--- src/rtl/song_pkg.sv ---
// rtl/song_pkg.sv - shared widths, song ROM entry layout and FSM states for song_reader
package song_pkg;

  localparam int ADDR_W  = 9;
  localparam int NOTE_W  = 6;
  localparam int DUR_W   = 6;
  localparam int ENTRY_W = NOTE_W + DUR_W + 1;

  // Entry layout: {chord_cont, note, duration}
  localparam int CHORD_CONT_BIT = NOTE_W + DUR_W;
  localparam int NOTE_LSB       = DUR_W;
  localparam int DUR_LSB        = 0;

  localparam logic [NOTE_W-1:0] REST_NOTE = '0;

  typedef enum logic [2:0] {
    IDLE,
    FETCH,
    WAIT,
    DECODE,
    ADVANCE,
    WAIT_DONE,
    DONE
  } state_t;

endpackage

--- src/rtl/voice_slot.sv ---
// rtl/voice_slot.sv - one voice: holds the loaded note, its full duration and the beats still to play
module voice_slot
  import song_pkg::*;
#(
  parameter int NOTE_W = 6,
  parameter int DUR_W  = 6
) (
  input  logic              clk,
  input  logic              reset,
  input  logic              i_load,
  input  logic [NOTE_W-1:0] i_note,
  input  logic [DUR_W-1:0]  i_dur,
  input  logic              i_sub,
  input  logic [DUR_W-1:0]  i_sub_amt,
  output logic [NOTE_W-1:0] o_note,
  output logic [DUR_W-1:0]  o_duration,
  output logic [DUR_W-1:0]  o_remaining,
  output logic              o_free
);

  logic [NOTE_W-1:0] r_note;
  logic [DUR_W-1:0]  r_dur;
  logic [DUR_W-1:0]  r_rem;

  always_ff @(posedge clk) begin
    if (reset) begin
      r_note <= NOTE_W'(REST_NOTE);
      r_dur  <= '0;
      r_rem  <= '0;
    end else if (i_load) begin
      r_note <= i_note;
      r_dur  <= i_dur;
      r_rem  <= i_dur;
    end else if (i_sub && (r_rem != '0)) begin
      // Advances are the minimum active remaining, so this never wraps
      r_rem <= r_rem - i_sub_amt;
    end
  end

  assign o_note      = r_note;
  assign o_duration  = r_dur;
  assign o_remaining = r_rem;
  assign o_free      = (r_rem == '0);

endmodule

--- src/rtl/song_reader.sv ---
// rtl/song_reader.sv - walks the song ROM, loads three voice slots and paces chord_player with time advances
// SONG_LOOP_EN: wrap to address 0 at end of song instead of stopping with a sticky song_done.
module song_reader
  import song_pkg::*;
#(
  parameter int ADDR_W  = song_pkg::ADDR_W,
  parameter int NOTE_W  = song_pkg::NOTE_W,
  parameter int DUR_W   = song_pkg::DUR_W,
  parameter int ROM_LAT = 2
) (
  input  logic                      clk,
  input  logic                      reset,
  input  logic                      play,
  output logic [ADDR_W-1:0]         rom_addr,
  input  logic [NOTE_W+DUR_W:0]     rom_data,
  output logic [NOTE_W-1:0]         note1,
  output logic [NOTE_W-1:0]         note2,
  output logic [NOTE_W-1:0]         note3,
  output logic [DUR_W-1:0]          duration1,
  output logic [DUR_W-1:0]          duration2,
  output logic [DUR_W-1:0]          duration3,
  output logic                      new_note1,
  output logic                      new_note2,
  output logic                      new_note3,
  output logic [DUR_W-1:0]          time_advance,
  output logic                      time_advance_ready,
  input  logic                      advance_done,
  output logic                      song_done
);

  localparam int EW     = NOTE_W + DUR_W + 1;
  localparam int WAIT_W = (ROM_LAT < 2) ? 1 : $clog2(ROM_LAT + 1);

  state_t            r_state;
  logic [ADDR_W:0]   r_cnt;
  logic [ADDR_W-1:0] r_rom_addr;
  logic [WAIT_W-1:0] r_wait;
  logic              r_pend;
  logic [EW-1:0]     r_pend_entry;
  logic [2:0]        r_new_note;
  logic [DUR_W-1:0]  r_time_adv;
  logic              r_ta_ready;
  logic              r_song_done;

  logic [EW-1:0]     w_entry;
  logic              w_cont;
  logic [NOTE_W-1:0] w_note;
  logic [DUR_W-1:0]  w_dur;
  logic [2:0]        w_free;
  logic [2:0]        w_sel;
  logic              w_any_free;
  logic              w_free_after;
  logic [2:0]        w_load;
  logic              w_sub;
  logic              w_any_active;
  logic [DUR_W-1:0]  w_min;
  logic [DUR_W-1:0]  w_rem [3];

  // A held (pending) entry takes priority over the ROM read path
  assign w_entry = r_pend ? r_pend_entry : rom_data;
  assign w_cont  = w_entry[NOTE_W+DUR_W];
  assign w_note  = w_entry[DUR_W +: NOTE_W];
  assign w_dur   = w_entry[DUR_W-1:0];

  always_comb begin
    w_sel = 3'b000;
    if (w_free[0])      w_sel = 3'b001;
    else if (w_free[1]) w_sel = 3'b010;
    else if (w_free[2]) w_sel = 3'b100;
  end

  assign w_any_free   = |w_free;
  assign w_free_after = |(w_free & ~w_sel);
  assign w_load       = ((r_state == DECODE) && (w_dur != '0)) ? w_sel : 3'b000;
  assign w_sub        = (r_state == WAIT_DONE) && advance_done;

  always_comb begin
    w_min        = '1;
    w_any_active = 1'b0;
    for (int i = 0; i < 3; i++) begin
      if (w_rem[i] != '0) begin
        w_any_active = 1'b1;
        if (w_rem[i] < w_min) w_min = w_rem[i];
      end
    end
  end

  voice_slot #(.NOTE_W(NOTE_W), .DUR_W(DUR_W)) u_voice1 (
    .clk(clk), .reset(reset), .i_load(w_load[0]), .i_note(w_note), .i_dur(w_dur),
    .i_sub(w_sub), .i_sub_amt(r_time_adv), .o_note(note1), .o_duration(duration1),
    .o_remaining(w_rem[0]), .o_free(w_free[0])
  );

  voice_slot #(.NOTE_W(NOTE_W), .DUR_W(DUR_W)) u_voice2 (
    .clk(clk), .reset(reset), .i_load(w_load[1]), .i_note(w_note), .i_dur(w_dur),
    .i_sub(w_sub), .i_sub_amt(r_time_adv), .o_note(note2), .o_duration(duration2),
    .o_remaining(w_rem[1]), .o_free(w_free[1])
  );

  voice_slot #(.NOTE_W(NOTE_W), .DUR_W(DUR_W)) u_voice3 (
    .clk(clk), .reset(reset), .i_load(w_load[2]), .i_note(w_note), .i_dur(w_dur),
    .i_sub(w_sub), .i_sub_amt(r_time_adv), .o_note(note3), .o_duration(duration3),
    .o_remaining(w_rem[2]), .o_free(w_free[2])
  );

  always_ff @(posedge clk) begin
    if (reset) begin
      r_state      <= IDLE;
      r_cnt        <= '0;
      r_rom_addr   <= '0;
      r_wait       <= '0;
      r_pend       <= 1'b0;
      r_pend_entry <= '0;
      r_new_note   <= 3'b000;
      r_time_adv   <= '0;
      r_ta_ready   <= 1'b0;
      r_song_done  <= 1'b0;
    end else begin
      r_new_note <= 3'b000;
      r_ta_ready <= 1'b0;
      case (r_state)
        IDLE: begin
          if (play && !r_song_done) r_state <= FETCH;
        end
        FETCH: begin
          if (r_pend) begin
            r_state <= DECODE;
          end else begin
            r_rom_addr <= r_cnt[ADDR_W-1:0];
            r_cnt      <= r_cnt + 1'b1;
            r_wait     <= WAIT_W'(ROM_LAT - 1);
            r_state    <= WAIT;
          end
        end
        WAIT: begin
          if (r_wait == '0) r_state <= DECODE;
          else              r_wait  <= r_wait - 1'b1;
        end
        DECODE: begin
          if (w_dur == '0) begin
            r_state <= (w_cont && w_any_free) ? FETCH : ADVANCE;
          end else if (!w_any_free) begin
            r_pend       <= 1'b1;
            r_pend_entry <= w_entry;
            r_state      <= ADVANCE;
          end else begin
            r_pend     <= 1'b0;
            r_new_note <= w_sel;
            r_state    <= (w_cont && w_free_after) ? FETCH : ADVANCE;
          end
        end
        ADVANCE: begin
          if (w_any_active) begin
            r_time_adv <= w_min;
            r_ta_ready <= 1'b1;
            r_state    <= WAIT_DONE;
          end else if (r_cnt[ADDR_W] && !r_pend) begin
            // Song ended on skipped entries only: nothing left to play out
`ifdef SONG_LOOP_EN
            r_cnt   <= '0;
            r_state <= FETCH;
`else
            r_song_done <= 1'b1;
            r_state     <= DONE;
`endif
          end else begin
            r_state <= FETCH;
          end
        end
        WAIT_DONE: begin
          if (advance_done) begin
            if (r_cnt[ADDR_W] && !r_pend) begin
`ifdef SONG_LOOP_EN
              r_cnt   <= '0;
              r_state <= play ? FETCH : IDLE;
`else
              r_song_done <= 1'b1;
              r_state     <= DONE;
`endif
            end else if (play) begin
              r_state <= FETCH;
            end else begin
              r_state <= IDLE;
            end
          end
        end
        DONE: begin
          r_song_done <= 1'b1;
        end
        default: r_state <= IDLE;
      endcase
    end
  end

  assign rom_addr           = r_rom_addr;
  assign new_note1          = r_new_note[0];
  assign new_note2          = r_new_note[1];
  assign new_note3          = r_new_note[2];
  assign time_advance       = r_time_adv;
  assign time_advance_ready = r_ta_ready;
  assign song_done          = r_song_done;

endmodule

--- config.mk ---
export PLATFORM = sky130hd
export DESIGN_NAME = song_reader
export DESIGN_NICKNAME = d
export VERILOG_FILES = /design/src/rtl/song_pkg.sv /design/src/rtl/voice_slot.sv /design/src/rtl/song_reader.sv
export SDC_FILE = /design/constraint.sdc
export NUM_CORES = 1
export LEC_CHECK = 0
export ABC_AREA = 1
export BUFFER_PORTS_ARGS = -buffer_cell sky130_fd_sc_hd__buf_4
export CELL_PAD_IN_SITES_DETAIL_PLACEMENT = 2
export CELL_PAD_IN_SITES_GLOBAL_PLACEMENT = 2
export CORE_ASPECT_RATIO = 1.4
export CORE_MARGIN = 2
export CORE_UTILIZATION = 32
export DETAILED_ROUTE_END_ITERATION = 16
export GPL_ROUTABILITY_DRIVEN = 0
export GPL_TIMING_DRIVEN = 0
export PLACE_DENSITY = 0.86
export SETUP_SLACK_MARGIN = 0.3
export SLEW_MARGIN = 10
export SYNTH_ARGS = -nofsm -noshare
export SYNTH_HDL_FRONTEND = slang
export SYNTH_SLANG_ARGS = --single-unit
--- constraint.sdc ---
create_clock -name clk -period 4.25 [get_ports clk]
set_input_delay 0.85 -clock clk [delete_from_list [all_inputs] [get_ports clk]]
set_output_delay 0.85 -clock clk [all_outputs]
set_load 0.01 [all_outputs]
==> parameters.txt, run 1 <==
Parameter                              Value

STA
  Post-route minimum period    3.63 ns
  Share of the cycle needed by the critical path after routing    0.855
  Summed negative setup slack over all endpoints    0 ns
  Number of max-slew violations in the final report    0
  Setup repair after global routing missed its margin    false
  Setup violators final    0
  Max Clk Rate    275 MHz
  Skew final    0.0107 ns
  Worst Tran Pin Value    0.754 ns
  Relative slew slack    0.497
  Final Hold Viols    0

Critical path
  Kind of end point of the critical path    flop
  Class of the most critical setup path    reg2reg
  Setup slack of the worst register-to-register path    0.62 ns
  Required arrival time at the worst endpoint    4.46 ns
  Master of the slowest instance on the critical path    sky130_fd_sc_hd__dfxtp_1
  Launch point of the worst reg-to-reg path    u_voice1.o_remaining[4]$_SDFFE_PP0P_
  Worst reg2reg path depth    20
  Critical path, cell by cell    nor2_1 -> nand3_4 -> inv_1 -> or2_2 -> inv_1 -> ha_1 -> a21oi_2 -> o21ai_0 -> nor2_1 -> nand2_1 -> buf_2 -> o21ai_1 -> ha_1 -> nand2_1 -> nor2_1 -> a2111oi_4 -> buf_4 -> nand3_1 -> nand3_1 -> a21oi_1
  Critical Path Max Stage Delay    0.39 ns
  WP depth    20
  End of the worst register-to-register path    time_advance[4]$_SDFFE_PP0P_
  Buf+Inv Stages, Crit Path    4
  Kind of cell with the highest combined delay on the critical path    simple AND/OR/NAND/NOR gates
  End point of the critical path    time_advance[4]$_SDFFE_PP0P_
  Cell repeated most along the worst path    sky130_fd_sc_hd__nor2_1
  Arrival time at the worst endpoint    3.84 ns
  Worst setup path startpoint    u_voice1.o_remaining[4]$_SDFFE_PP0P_
  Worst Path Max Fanout    10
  Startpoint type of the worst setup path    flop

Synth
  Leading cell types by count after synthesis    sky130_fd_sc_hd__nand2_1, sky130_fd_sc_hd__dfxtp_1, sky130_fd_sc_hd__a21oi_1, sky130_fd_sc_hd__inv_1, sky130_fd_sc_hd__nor2_1
  Net count after synthesis    760
  Top post-synthesis cells by area    sky130_fd_sc_hd__dfxtp_1, sky130_fd_sc_hd__nand2_1, sky130_fd_sc_hd__a21oi_1
  Dominant synthesized flop cell    sky130_fd_sc_hd__dfxtp_1
  Per-instance average area after synthesis    7.23 sq um
  Mapped Area    0.00515 sq mm
  Most common cell in the netlist    sky130_fd_sc_hd__nand2_1
  Fraction of synthesized cell area taken by the top area cell type    0.400
  EDFF count, synth    0
  Fraction of the yosys area taken by sequential cells    0.400
  Synth cell types    42
  Count of mapped cells out of synthesis    713
  Proportion of register bits with asynchronous set or reset after synthesis    0
  Number of register bits inferred by synthesis    103
  Number of warnings printed during yosys synthesis    0
  Yosys top cell by area    sky130_fd_sc_hd__dfxtp_1

GRT
  Pin count of the biggest net entering global routing    17
  Overall fraction of global-route tracks in use    0.237
  Number of antenna violations at the first check in global routing    0
  Remaining global-route overflow    0
  Vias in the first global route    5892
  Global-route wire length before repair    32200 um

Place
  Placed instance area    0.00593 sq mm
  Number of buffers inserted by port buffering    71
  Estimated wirelength of the detail-placed design    15300 um
  Cell count after placement    980

Cells and area
  Layout net count    843
  Area added between synthesis and finish    22.2%
  Final antenna diode count    0
  Fin cells    996
  Proportion of layout cells with a drive suffix above 1    0.170
  Number of fillers in the final layout    1871
  Final instance area    0.00630 sq mm
  Final core utilization    0.402

Floorplan
  DIE AREA    0.0172 sq mm
  Die outline width    111 um
  Effective utilization at floorplan    0.329
  Core ar.    0.0157 sq mm
  I/O Pins    73
  Number of core rows    54
  Floorplan die height    154 um

Power
  Sequential group share of total power    0.483
  Overall power consumption    2.05 mW
  Proportion of power drawn by the clock network    0.451
  Internal Dissipation    1.55 mW
  Lkg Pwr    2.66 nW
  Switching power as a share of total power    0.241
  Combinational power share    0.067
  Areal power density over the cells    325 mW/mm^2
  Worst IR drop on VDD    0.233 mV
  Switching power summed over all nets    0.493 mW

Clock network
  Buffer levels on the longest clock path    2
  Root Buffer Master    sky130_fd_sc_hd__clkbuf_16
  Clock tree from TritonCTS    yes
  Clock sinks    103
  Maximum level of the CTS H-tree    3
  Register clock-pin slew on the reported worst setup and hold paths    0.07 ns
  Inserted Clock Buffers    9
  Clock latency at the later pin of the worst-skew pair    0.36 ns

Route
  DRT Wirelength    20000 um
  Number of antenna-violating nets in the routed design    0
  Number of detailed-route iterations in the first pass    4
  Avg WL per Cell    20.1 um
  DR vias/cell    5.15
  Drt initial violations    186
  DR DRC count    0
  Vias after detailed routing    5127

Run status
  Result of the run    complete, no violations

Hold path
  Worst hold-check path type    reg2reg
  Number of cells on the worst hold path    2

Flow run
  Max cap viols    0
cells in the final DEF (no fill, tap or decap), types with 8 or more instances in the layout:
cell type	count
sky130_fd_sc_hd__xor2_1	12
sky130_fd_sc_hd__inv_1	82
sky130_fd_sc_hd__buf_2	8
sky130_fd_sc_hd__nand2_1	170
sky130_fd_sc_hd__dfxtp_1	100
sky130_fd_sc_hd__nor3_1	11
sky130_fd_sc_hd__a21oi_1	86
sky130_fd_sc_hd__o21ai_0	47
sky130_fd_sc_hd__ha_1	27
sky130_fd_sc_hd__buf_4	73
sky130_fd_sc_hd__clkbuf_16	9
sky130_fd_sc_hd__nand2_2	9
sky130_fd_sc_hd__nand3_1	24
sky130_fd_sc_hd__inv_2	8
sky130_fd_sc_hd__a31oi_1	16
sky130_fd_sc_hd__nor2_1	51
sky130_fd_sc_hd__clkbuf_1	13
logic make-up (layout without fill, tap and decap cells):
family / count (synthesis) / after routing / share of synthesized area
simple gates: 285 / 285 / 0.237
compound gates: 167 / 167 / 0.174
flops: 103 / 103 / 0.400
xor+xnor: 14 / 14 / 0.0238
buf+inv: 114 / 201 / 0.0884
fa+ha+maj: 30 / 30 / 0.0772
worst reg2reg max path: stages, from the launching register on:
cell,delay (ns)
sky130_fd_sc_hd__dfxtp_1,0.39
sky130_fd_sc_hd__nor2_1,0.09
sky130_fd_sc_hd__nand3_4,0.14
sky130_fd_sc_hd__inv_1,0.12
sky130_fd_sc_hd__or2_2,0.28
sky130_fd_sc_hd__inv_1,0.10
sky130_fd_sc_hd__ha_1,0.26
sky130_fd_sc_hd__a21oi_2,0.16
sky130_fd_sc_hd__o21ai_0,0.10
sky130_fd_sc_hd__nor2_1,0.16
sky130_fd_sc_hd__nand2_1,0.09
sky130_fd_sc_hd__buf_2,0.20
sky130_fd_sc_hd__o21ai_1,0.26
sky130_fd_sc_hd__ha_1,0.29
sky130_fd_sc_hd__nand2_1,0.09
sky130_fd_sc_hd__nor2_1,0.08
sky130_fd_sc_hd__a2111oi_4,0.23
sky130_fd_sc_hd__buf_4,0.21
sky130_fd_sc_hd__nand3_1,0.10
sky130_fd_sc_hd__nand3_1,0.11
sky130_fd_sc_hd__a21oi_1,0.06
flip-flops by register name, indices dropped and copies added (netlist names), 2 cells and up:
name,flops
r_new_note,3
u_voice3.o_duration,6
r_pend_entry,13
rom_addr,9
time_advance,6
u_voice3.o_note,6
u_voice2.o_remaining,6
u_voice2.o_note,6
u_voice1.o_remaining,6
u_voice2.o_duration,6
r_wait,2
r_state,3
u_voice3.o_remaining,6
u_voice1.o_note,6
u_voice1.o_duration,6
r_cnt,10
final cells by class:
type	count	area, sq um	area share
Multi-Input combinational cell	496	2670	0.424
Sequential cell	103	2070	0.328
Timing Repair Buffer	72	541	0.0858
Inverter	90	338	0.0536
Tap cell	196	245	0.0389
Clock buffer	10	239	0.0379
Buffer	24	119	0.0189
Clock inverter	5	82.6	0.0131
what timing repair did:
| action | CTS | global route |
|---|---|---|
| resized for setup | 4 | 11 |
| setup endpoints to repair | 6 | 6 |
| hold buffers | 0 | 0 |
| buffers inserted | 1 | 0 |
| pin swaps | 1 | 1 |
power by group through the flow:
stage / sequential (mW) / combinational (mW) / clock (mW)
after floorplan: 1.01 / 0.0687 / 0
after global placement: 1.01 / 0.126 / 0
after detailed placement: 1.01 / 0.134 / 0
after CTS: 0.988 / 0.137 / 0.936
after global routing: 0.990 / 0.151 / 0.983
final: 0.988 / 0.136 / 0.923
worst min path at each step:
stage,from,end,slack [ns]
2_1_floorplan,r_wait[0]$_SDFFE_PP0P_,r_wait[0]$_SDFFE_PP0P_,0.42
3_3_place_gp,r_pend_entry[11]$_SDFFE_PP0P_,r_pend_entry[11]$_SDFFE_PP0P_,0.44
3_5_place_dp,r_pend_entry[3]$_SDFFE_PP0P_,r_pend_entry[3]$_SDFFE_PP0P_,0.45
4_1_cts,r_pend_entry[3]$_SDFFE_PP0P_,r_pend_entry[3]$_SDFFE_PP0P_,0.46
5_1_grt,r_pend_entry[9]$_SDFFE_PP0P_,r_pend_entry[9]$_SDFFE_PP0P_,0.49
6_report,r_pend_entry[3]$_SDFFE_PP0P_,r_pend_entry[3]$_SDFFE_PP0P_,0.46
metal layers:
layer,vias up,GRT usage,share of wire
li1,2483,-,-
met1,2544,0.253,0.39
met2,75,0.476,0.57
met3,25,0.0337,0.025
met4,0,0.0682,0.019
met5,-,0,0
metrics by stage:
step / worst slack (ns) / hold slack, ns
final: 0.618 / 0.465
after global routing: 0.352 / 0.495
after CTS: 0.395 / 0.461
after detailed placement: -0.155 / 0.449
after global placement: 0.150 / 0.437
after floorplan: 0.791 / 0.422
(Power assumes the default switching activity.)
==> inputs of run 2 (changes only) <==
--- a/config.mk
+++ b/config.mk
@@ -6,7 +6,7 @@
 export NUM_CORES = 1
 export LEC_CHECK = 0
 export ABC_AREA = 1
-export BUFFER_PORTS_ARGS = -buffer_cell sky130_fd_sc_hd__buf_4
+export BUFFER_PORTS_ARGS = -buffer_cell sky130_fd_sc_hd__buf_2
 export CELL_PAD_IN_SITES_DETAIL_PLACEMENT = 2
 export CELL_PAD_IN_SITES_GLOBAL_PLACEMENT = 2
 export CORE_ASPECT_RATIO = 1.4
==> parameters.txt, run 2 (synthesized netlist as in run 1, its figures left out) <==
Parameter                              Value

Cells and area
  Number of fillers in the final layout    1856
  Proportion of layout cells with a drive suffix above 1    0.189
  Most common library cell in the layout ignoring fill and taps    sky130_fd_sc_hd__nand2_1
  Multi-input combinational cell area    0.00271 sq mm
  Final core utilization    0.394
  Final antenna diode count    0
  Register with the highest flop count    r_pend_entry
  Area added between synthesis and finish    19.9%
  Max FFs per register    13
  Layout net count    846
  Most used cells in the layout excluding fill and tap cells    sky130_fd_sc_hd__nand2_1, sky130_fd_sc_hd__dfxtp_1, sky130_fd_sc_hd__a21oi_1, sky130_fd_sc_hd__inv_1, sky130_fd_sc_hd__buf_2
  FF/Latch Area    0.00207 sq mm

Route
  Number of detailed-route iterations in the first pass    4
  Routed length on met3    546 um
  DR vias/cell    5.35
  Avg WL per Cell    21.9 um
  DR DRC count    0
  Number of antenna-violating nets in the routed design    0
  DRT Wirelength    21900 um
  Highest routed layer    met4
  Met2 WL    12300 um
  Drt initial violations    216
  Wire length on met1    8190 um
  Vias after detailed routing    5349

STA
  Post-route minimum period    3.88 ns
  Skew final    0.0110 ns
  Smallest hold slack    0.463 ns
  Share of the cycle needed by the critical path after routing    0.913
  Max Clk Rate    258 MHz
  Number of max-slew violations in the final report    0
  Worst Tran Pin Value    0.859 ns
  Setup repair after global routing missed its margin    false
  Setup violators final    0
  Relative slew slack    0.427
  Final Hold Viols    0

Run status
  Result of the run    complete, no violations

GRT
  Pin count of the biggest net entering global routing    17
  Vias in the first global route    6034
  Overall fraction of global-route tracks in use    0.251
  Global-route wire length before repair    33900 um
  Remaining global-route overflow    0
  Number of antenna violations at the first check in global routing    0

Clock network
  Clock latency at the later pin of the worst-skew pair    0.36 ns
  Clock tree from TritonCTS    yes
  Register clock-pin slew on the reported worst setup and hold paths    0.07 ns
  Buffer levels on the longest clock path    2
  Maximum level of the CTS H-tree    3
  Root Buffer Master    sky130_fd_sc_hd__clkbuf_16
  Clock sinks    103
  Inserted Clock Buffers    9

Floorplan
  Die outline width    111 um
  DIE AREA    0.0172 sq mm
  Core ar.    0.0157 sq mm
  Floorplan die height    154 um
  I/O Pins    73
  Effective utilization at floorplan    0.329
  Number of core rows    54

Critical path
  Kind of end point of the critical path    flop
  Worst Path Max Fanout    10
  Arrival time at the worst endpoint    4.14 ns
  Startpoint type of the worst setup path    flop
  Class of the most critical setup path    reg2reg
  Required arrival time at the worst endpoint    4.51 ns

Place
  Number of buffers inserted by port buffering    71
  Estimated wirelength of the detail-placed design    15300 um

Hold path
  Worst hold-check path type    reg2reg

Power
  Worst IR drop on VDD    0.196 mV
  Lkg Pwr    2.66 nW
  Areal power density over the cells    327 mW/mm^2

Flow run
  Max cap viols    0
## run 2: layout make-up
| class | instances | area share |
|---|---|---|
| multi-input combinational | 496 | 0.439 |
| clock inverter | 4 | 0.00850 |
| inverter | 90 | 0.0546 |
| clock buffer | 12 | 0.0415 |
| sequential | 103 | 0.335 |
| buffer | 24 | 0.0196 |
| tap | 196 | 0.0397 |
| timing repair buffer | 75 | 0.0623 |
## run 2: metrics by stage
stage	setup WS, ns	setup TNS, ns	total power, mW	cell area (sq um)	instances
floorplan	0.791	0	1.08	5150	713
detailed placement	-0.213	-1.15	1.14	5760	980
global route	0.153	0	2.08	6180	1000
CTS	0.316	0	2.03	6090	997
finish	0.371	0	2.02	6180	1000
global placement	0.136	0	1.13	5760	980
## run 2: power breakdown
group | switching (mW) | total, mW | internal [mW]
Combinational | 0.0942 | 0.133 | 0.0393
Clock | 0.409 | 0.902 | 0.493
Sequential | 0.00998 | 0.987 | 0.977
Total | 0.513 | 2.02 | 1.51
## run 2: worst paths after layout
check | startpoint | end | slack, ns | cells past startpoint
max | u_voice1.o_remaining[2]$_SDFFE_PP0P_ | time_advance[1]$_SDFFE_PP0P_ | 0.37 | 21
min reg2reg | u_voice1.o_note[3]$_SDFFE_PP0P_ | u_voice1.o_note[3]$_SDFFE_PP0P_ | 0.46 | 2
max reg2reg | u_voice1.o_remaining[2]$_SDFFE_PP0P_ | time_advance[1]$_SDFFE_PP0P_ | 0.37 | 21
min | u_voice1.o_note[3]$_SDFFE_PP0P_ | u_voice1.o_note[3]$_SDFFE_PP0P_ | 0.46 | 2
## run 2: what timing repair did
item | 4_1_cts | 5_1_grt
pin swaps | 1 | 5
gates resized for setup | 5 | 23
hold buffers | 0 | 0
gates cloned | 0 | 0
buffers inserted | 1 | 3
endpoints found under the setup margin | 6 | 6
## run 2: worst max-delay path, cell delays in order, from the launching register on
cell                        delay, ns
sky130_fd_sc_hd__dfxtp_2         0.37
sky130_fd_sc_hd__nor2_1          0.07
sky130_fd_sc_hd__nand3_2         0.10
sky130_fd_sc_hd__inv_2           0.07
sky130_fd_sc_hd__or2_2           0.29
sky130_fd_sc_hd__inv_1           0.09
sky130_fd_sc_hd__ha_1            0.27
sky130_fd_sc_hd__a21oi_2         0.15
sky130_fd_sc_hd__o21ai_0         0.10
sky130_fd_sc_hd__nor2_1          0.18
sky130_fd_sc_hd__nand2_1         0.09
sky130_fd_sc_hd__clkbuf_4        0.21
sky130_fd_sc_hd__nand2_1         0.10
sky130_fd_sc_hd__o21ai_0         0.14
sky130_fd_sc_hd__ha_2            0.23
sky130_fd_sc_hd__a21oi_2         0.15
sky130_fd_sc_hd__nor2_1          0.08
sky130_fd_sc_hd__a2111oi_4       0.42
sky130_fd_sc_hd__nand2_2         0.20
sky130_fd_sc_hd__nand2_1         0.13
sky130_fd_sc_hd__nand3_1         0.09
sky130_fd_sc_hd__a21oi_1         0.25
## run 2: layer usage
layer / vias to the layer above / track usage
met5: - / 0
li1: 2491 / -
met3: 43 / 0.0282
met2: 110 / 0.494
met4: 0 / 0.109
met1: 2705 / 0.266
